**src/rtl/vga_sync_decoder.sv**
```systemverilog
// Receive-side VGA timing recovery: watches active-low hsync/vsync, rebuilds
// video_on/pixel_x/pixel_y two clocks behind the input, measures line and
// frame lengths, and runs a SEARCH/VERIFY/LOCKED lock state machine.
module vga_sync_decoder #(
    parameter int H_DISPLAY   = 640,
    parameter int H_SYNC      = 96,
    parameter int H_BACK      = 48,
    parameter int H_TOTAL     = 800,
    parameter int V_DISPLAY   = 480,
    parameter int V_SYNC      = 2,
    parameter int V_BACK      = 33,
    parameter int V_TOTAL     = 525,
    parameter int LOCK_FRAMES = 2
) (
    input  logic        clk_25mhz,
    input  logic        reset,
    input  logic        hsync_in,
    input  logic        vsync_in,
    input  logic [11:0] rgb_in,
    output logic        video_on,
    output logic [9:0]  pixel_x,
    output logic [9:0]  pixel_y,
    output logic [11:0] rgb_out,
    output logic        frame_start,
    output logic        locked,
    output logic [10:0] h_total_meas,
    output logic [9:0]  v_total_meas,
    output logic [7:0]  err_count
);

    typedef enum logic [1:0] {SEARCH, VERIFY, LOCKED} state_t;

    localparam logic [10:0] H_MAX  = 11'h7FF;
    localparam logic [9:0]  L_MAX  = 10'h3FF;
    localparam logic [10:0] H_TOT  = 11'(H_TOTAL);
    localparam logic [9:0]  V_TOT  = 10'(V_TOTAL);
    localparam logic [10:0] H_ACT0 = 11'(H_SYNC + H_BACK);
    localparam logic [10:0] H_ACT1 = 11'(H_SYNC + H_BACK + H_DISPLAY);
    // Rows are counted from the line after the sync/back-porch lines minus one,
    // because l=0 is the hsync fall at/after the vsync fall.
    localparam logic [9:0]  V_ACT0 = 10'(V_SYNC + V_BACK - 1);
    localparam logic [9:0]  V_ACT1 = 10'(V_SYNC + V_BACK - 1 + V_DISPLAY);
    localparam logic [3:0]  LOCK_N = 4'(LOCK_FRAMES);

    logic        hs_q, vs_q;
    logic [10:0] h_cnt_q, h_inc, h_cur;
    logic [9:0]  l_q, l_inc, l_cur;
    logic        h_seen_q, f_seen_q, v_pend_q;
    logic [10:0] h_meas_q;
    logic [9:0]  v_meas_q;
    logic        hfall, vfall, frame_hf, line_bad, timeout, frame_bad;

    state_t      state_q, state_d;
    logic [3:0]  good_q, good_d;
    logic        fbad_q, fbad_d;
    logic [7:0]  err_q, err_d;
    logic        err_inc;

    logic        act0, fs0;
    logic [9:0]  x0, y0;
    logic        vo1_q, fs1_q, vo2_q, fs2_q;
    logic [9:0]  x1_q, y1_q, x2_q, y2_q;
    logic [11:0] rgb1_q, rgb2_q;

    // Input history for fall detection
    always_ff @(posedge clk_25mhz) begin
        if (reset) begin
            hs_q <= 1'b1;
            vs_q <= 1'b1;
        end else begin
            hs_q <= hsync_in;
            vs_q <= vsync_in;
        end
    end

    assign hfall    = hs_q & ~hsync_in;
    assign vfall    = vs_q & ~vsync_in;
    // A vsync fall arms the frame start; the next hsync fall (possibly the same cycle) is line 0.
    assign frame_hf = hfall & (vfall | v_pend_q);
    assign h_inc    = (h_cnt_q == H_MAX) ? H_MAX : h_cnt_q + 11'd1;
    assign h_cur    = hfall ? 11'd0 : h_inc;
    assign l_inc    = (l_q == L_MAX) ? L_MAX : l_q + 10'd1;
    assign l_cur    = frame_hf ? 10'd0 : (hfall ? l_inc : l_q);
    // Only lines/frames that began on an observed edge are judged.
    assign line_bad  = hfall & h_seen_q & (h_inc != H_TOT);
    assign timeout   = h_seen_q & ~hfall & (h_cnt_q == H_MAX - 11'd1);
    assign frame_bad = vfall & (~f_seen_q | (l_inc != V_TOT));

    // Line/frame counters and length measurement
    always_ff @(posedge clk_25mhz) begin
        if (reset) begin
            h_cnt_q  <= '0;
            l_q      <= '0;
            h_seen_q <= 1'b0;
            f_seen_q <= 1'b0;
            v_pend_q <= 1'b0;
            h_meas_q <= '0;
            v_meas_q <= '0;
        end else begin
            h_cnt_q  <= h_cur;
            l_q      <= l_cur;
            h_seen_q <= h_seen_q | hfall;
            f_seen_q <= f_seen_q | frame_hf;
            v_pend_q <= frame_hf ? 1'b0 : (v_pend_q | vfall);
            if (hfall && h_seen_q)    h_meas_q <= h_inc;
            if (frame_hf && f_seen_q) v_meas_q <= l_inc;
        end
    end

    // Lock FSM next state, good-frame tally and error accounting
    always_comb begin
        state_d = state_q;
        good_d  = good_q;
        fbad_d  = fbad_q;
        err_inc = 1'b0;
        unique case (state_q)
            SEARCH: begin
                if (vfall) begin
                    state_d = VERIFY;
                    good_d  = '0;
                    fbad_d  = 1'b0;
                end
            end
            VERIFY: begin
                if (line_bad || timeout) begin
                    err_inc = 1'b1;
                    good_d  = '0;
                    fbad_d  = 1'b1;
                end
                if (vfall) begin
                    if (frame_bad) begin
                        err_inc = f_seen_q;
                        good_d  = '0;
                    end else if (!fbad_d) begin
                        good_d = good_q + 4'd1;
                        if (good_d == LOCK_N) state_d = LOCKED;
                    end else begin
                        good_d = '0;
                    end
                    fbad_d = 1'b0;
                end
            end
            LOCKED: begin
                if (line_bad || timeout || frame_bad) begin
                    state_d = SEARCH;
                    err_inc = 1'b1;
                end
            end
            default: state_d = SEARCH;
        endcase
        err_d = (err_inc && err_q != 8'hFF) ? err_q + 8'd1 : err_q;
    end

    // Lock FSM state register
    always_ff @(posedge clk_25mhz) begin
        if (reset) begin
            state_q <= SEARCH;
            good_q  <= '0;
            fbad_q  <= 1'b0;
            err_q   <= '0;
        end else begin
            state_q <= state_d;
            good_q  <= good_d;
            fbad_q  <= fbad_d;
            err_q   <= err_d;
        end
    end

    // Decode the current input cycle; gating on state_d makes a lock decided
    // on a vsync fall apply to that very frame.
    always_comb begin
        act0 = h_seen_q && (f_seen_q || frame_hf) && (state_d == LOCKED) &&
               (h_cur >= H_ACT0) && (h_cur < H_ACT1) &&
               (l_cur >= V_ACT0) && (l_cur < V_ACT1);
        x0   = act0 ? 10'(h_cur - H_ACT0) : 10'd0;
        y0   = act0 ? (l_cur - V_ACT0) : 10'd0;
        fs0  = act0 && (x0 == 10'd0) && (y0 == 10'd0);
    end

    // Two-stage output pipeline (fixed 2-clock latency)
    always_ff @(posedge clk_25mhz) begin
        if (reset) begin
            vo1_q <= 1'b0; fs1_q <= 1'b0; x1_q <= '0; y1_q <= '0; rgb1_q <= '0;
            vo2_q <= 1'b0; fs2_q <= 1'b0; x2_q <= '0; y2_q <= '0; rgb2_q <= '0;
        end else begin
            vo1_q <= act0;  fs1_q <= fs0;   x1_q <= x0;   y1_q <= y0;   rgb1_q <= rgb_in;
            vo2_q <= vo1_q; fs2_q <= fs1_q; x2_q <= x1_q; y2_q <= y1_q; rgb2_q <= rgb1_q;
        end
    end

    assign video_on     = vo2_q;
    assign pixel_x      = x2_q;
    assign pixel_y      = y2_q;
    assign rgb_out      = rgb2_q;
    assign frame_start  = fs2_q;
    assign locked       = (state_q == LOCKED);
    assign h_total_meas = h_meas_q;
    assign v_total_meas = v_meas_q;
    assign err_count    = err_q;

endmodule

```
**config.mk**
```make
export PLATFORM = sky130hd
export DESIGN_NAME = vga_sync_decoder
export DESIGN_NICKNAME = d
export VERILOG_FILES = /design/src/rtl/vga_sync_decoder.sv
export SDC_FILE = /design/constraint.sdc
export NUM_CORES = 1
export LEC_CHECK = 0
export ABC_AREA = 1
export CAP_MARGIN = 20
export CELL_PAD_IN_SITES_DETAIL_PLACEMENT = 1
export CELL_PAD_IN_SITES_GLOBAL_PLACEMENT = 2
export CORE_MARGIN = 10
export CORE_UTILIZATION = 31
export DETAILED_ROUTE_END_ITERATION = 8
export PLACE_DENSITY_LB_ADDON = 0.25
export SETUP_SLACK_MARGIN = 0.05
export SYNTH_ARGS = -nofsm -noshare
export SYNTH_HDL_FRONTEND = slang
export SYNTH_SLANG_ARGS = --single-unit
export TNS_END_PERCENT = 5
```
**constraint.sdc**
```tcl
create_clock -name clk_25mhz -period 3.1 [get_ports clk_25mhz]
set_input_delay 0.775 -clock clk_25mhz [delete_from_list [all_inputs] [get_ports clk_25mhz]]
set_output_delay 0.775 -clock clk_25mhz [all_outputs]
set_load 0.05 [all_outputs]
```
==> summary.txt <==
Run status
  – Outcome: completed

Cells and area
  – Fillers: 2163
  – ANT cells: 0
  – Multi-input gate area: 0.002414 sq mm
  – Final nets: 902
  – Design area: 0.007537 sq mm
  – Register Area: 0.002604 sq mm
  – Layout cells sized above 1: 14.46%
  – Layout Cells excl Fill: 1114
  – Area delta synth->final: 34.98%

Logic synthesis
  – Warnings from Yosys: 0
  – Cell with the most instances after synthesis: inv_1
  – Cell area after synthesis: 0.005584 sq mm
  – Ranking of synthesized cells by area: dfxtp_1 47%, inv_1 9.2%, nand2_1 8.7%
  – Most common flop cell mapped by yosys: dfxtp_1
  – Syn Area/Cell: 7.436 sq um
  – Synth area leader: dfxtp_1
  – Syn Inst Count: 751
  – Ys async rst share: 0%
  – Syn Nets: 781
  – Sequential share of the synthesized area: 46.61%
  – EDFF count, synth: 0
  – Netlist cell types: 42
  – Area fraction of the dominant cell type after synthesis: 46.61%
  – Flops & latches, synth: 130
  – Top cells by count, synth: 137 x inv_1, 130 x dfxtp_1, 130 x nand2_1, 130 x nor2_1, 35 x o21ai_0

Routing
  – Total number of vias: 4971
  – WL final: 16210 um
  – Vias/cell: 4.462
  – Antenna-violating nets left: 0
  – Initial DRC count: 153
  – Wire per inst: 14.55 um
  – Initial DRT Pass Iterations: 6
  – Remaining DRCs: 0

Global route
  – First-pass GRT wire length: 26590 um
  – Pin count of the biggest net entering global routing: 55
  – Initial antenna violation count: 0
  – Number of global-route vias before repair: 5226
  – Gr usage total: 13.73%
  – Overflow after GRT: 0

Floorplanning
  – Die boundary height: 154.2 um
  – Std-Cell Rows: 49
  – Area of the die: 0.02378 sq mm
  – Core area: 0.01784 sq mm
  – Count of boundary I/O pins: 80
  – Initial core utilization: 31.30%
  – Die X: 154.2 um

Timing
  – Max Slew Vio Count: 0
  – Final number of hold-violating endpoints: 0
  – Setup TNS: 0 ps
  – Hold Worst Slack: 402.8 ps
  – Clock skew: 9.090 ps
  – Final Cycle Share: 91.17%
  – Rel. slew slack: 54.22%
  – Worst-Margin Slew: 680.4 ps
  – Setup Viol. Count Final: 0
  – Max Freq: 353.8 MHz
  – RSZ-0062 raised after global routing: yes
  – Minimum clock period: 2826 ps

Clocking
  – Post-CTS Hold Buffers: 0
  – CTS clock-pin slew for the worst setup and hold paths: 60 ps
  – Clk Latency, worst-skew pair: 430 ps
  – Root Driver: clkbuf_16
  – H-tree depth: 4
  – Cts bufs inserted: 17
  – Clock tree from TritonCTS: yes
  – Clk sink count: 130
  – Worst-case clock buffer depth: 2

Pwr
  – Pwr Total: 0.004081 W
  – PD cells: 541.5 mW/mm^2
  – Leak pwr: 3.404 nW
  – VDD IR max: 383.9 uV

Setup path
  – Data required, critical path: 3460 ps
  – Crit path DAT: 3180 ps
  – Register-to-Register Path Depth: 22
  – WS Path Type: register to register
  – Worst setup EP type: register
  – Startpoint types: register
  – Crit path max fanout: 16

Flow run
  – # Max-Cap Violations: 0

Min path
  – Worst Hold Depth: 2
  – Hold crit path type: register to register

Placement
  – Hpwl dp: 12680 um
  – Placed cell area: 0.006899 sq mm
  – I/O Buffers: 79
  – GPL Wtd Cong: 0.8409
  – Placed Cells: 1082
timing repair:
action	4_1_cts	5_1_grt
endpoints found under the setup margin	0	23
resized for setup	0	9
setup buffers	0	0
endpoints found under the hold margin	0	0
cells in the final DEF, fill, tap and decap left out, drive strengths merged, types with 2 or more instances in the layout:
| cell | synthesis | final |
|---|---|---|
| nor4 | 2 | 2 |
| nand3b | 5 | 5 |
| a21oi | 19 | 19 |
| clkinv | 0 | 2 |
| nor2 | 148 | 148 |
| nand2 | 141 | 141 |
| o21ai | 40 | 40 |
| clkbuf | 14 | 18 |
| clkinvlp | 0 | 3 |
| nand4 | 10 | 10 |
| xnor2 | 2 | 2 |
| o21a | 5 | 5 |
| a22oi | 2 | 2 |
| a31oi | 8 | 8 |
| dfxtp | 130 | 130 |
| o22ai | 2 | 2 |
| o21bai | 2 | 2 |
| buf | 2 | 40 |
| o211ai | 4 | 4 |
| bufinv | 0 | 2 |
| xor2 | 4 | 4 |
| inv | 141 | 148 |
| nor3 | 6 | 6 |
| nand3 | 43 | 43 |
| ha | 14 | 14 |
| a211oi | 2 | 2 |
| clkdlybuf4s50 | 0 | 78 |
sequential cells by signal, indices dropped and copies added, names as in the netlist, 10 cells and up:
signal	flops
rgb_out	12
l_q	10
rgb1_q	12
h_total_meas	11
v_total_meas	10
pixel_x	10
y1_q	10
pixel_y	10
x1_q	10
h_cnt_q	11
power breakdown:
group / total [W] / switching, W / internal (W) / leakage, nW
clock network: 0.00203 / 0.000815 / 0.00121 / 0.285
registers: 0.00173 / 0.0000233 / 0.00171 / 1.06
logic: 0.000318 / 0.000200 / 0.000118 / 2.06
total: 0.00408 / 0.00104 / 0.00304 / 3.40
per-layer routing:
metal	global-route usage (%)	vias to the layer above	part of all wire, %
met5	0	-	0
met4	4.453	0	1.3
met3	4.077	21	4.2
met2	23.29	71	48
met1	16.21	2320	46
li1	-	2559	-
final cells by class:
| cell class | instances | area share [%] |
|---|---|---|
| clock buffer | 18 | 5.694 |
| clock inverter | 14 | 2.274 |
| inverter | 141 | 7.022 |
| multi-input combinational | 464 | 32.02 |
| sequential | 130 | 34.55 |
| tap | 229 | 3.801 |
| timing repair buffer | 118 | 14.64 |
cell families (layout without fill, tap and decap cells):
group / count (synthesis) / in the layout / share of synthesized area, %
AOI/OAI and AO/OA: 87 / 87 / 9.568
xor gates and xnor gates: 6 / 6 / 0.9411
adders and majority gates: 14 / 14 / 3.137
buffers and inverters: 157 / 291 / 10.82
DFF: 130 / 130 / 46.61
and+or+nand+nor: 357 / 357 / 28.93
final timing paths:
kind	from	endpoint	slack, ps
setup / recovery	h_cnt_q[1]$_SDFF_PP0_	y1_q[8]$_SDFF_PP0_	270
hold / removal	rgb1_q[0]$_SDFF_PP0_	rgb_out[0]$_SDFF_PP0_	400
hold reg to reg	rgb1_q[0]$_SDFF_PP0_	rgb_out[0]$_SDFF_PP0_	400
setup reg to reg	h_cnt_q[1]$_SDFF_PP0_	y1_q[8]$_SDFF_PP0_	270
per-stage QoR:
| step | utilization (%) | setup slack (ps) |
|---|---|---|
| 2_1_floorplan | - | 565.4 |
| 3_3_place_gp | 38.67 | -39.64 |
| 3_5_place_dp | 38.67 | -152.6 |
| 4_1_cts | 42.04 | 94.17 |
| 5_1_grt | 42.25 | -8.571 |
| 6_report | 42.25 | 273.7 |
critical path, cell delays in order, from the launching register on:
cell,delay (ps)
dfxtp_1,400
ha_2,230
inv_1,70
nor2_4,180
nand3_4,180
nand2_4,140
nand2_2,60
inv_1,80
ha_1,140
inv_1,40
nor2_1,100
nand2_1,60
nor2_1,90
nand2_1,60
nand2_1,50
nor2_1,40
nor2_1,130
nand2_1,80
nor2_2,110
inv_2,50
nor2_4,190
nand2_8,130
a21oi_1,140
Note: power is estimated with default switching activity, not from simulation.
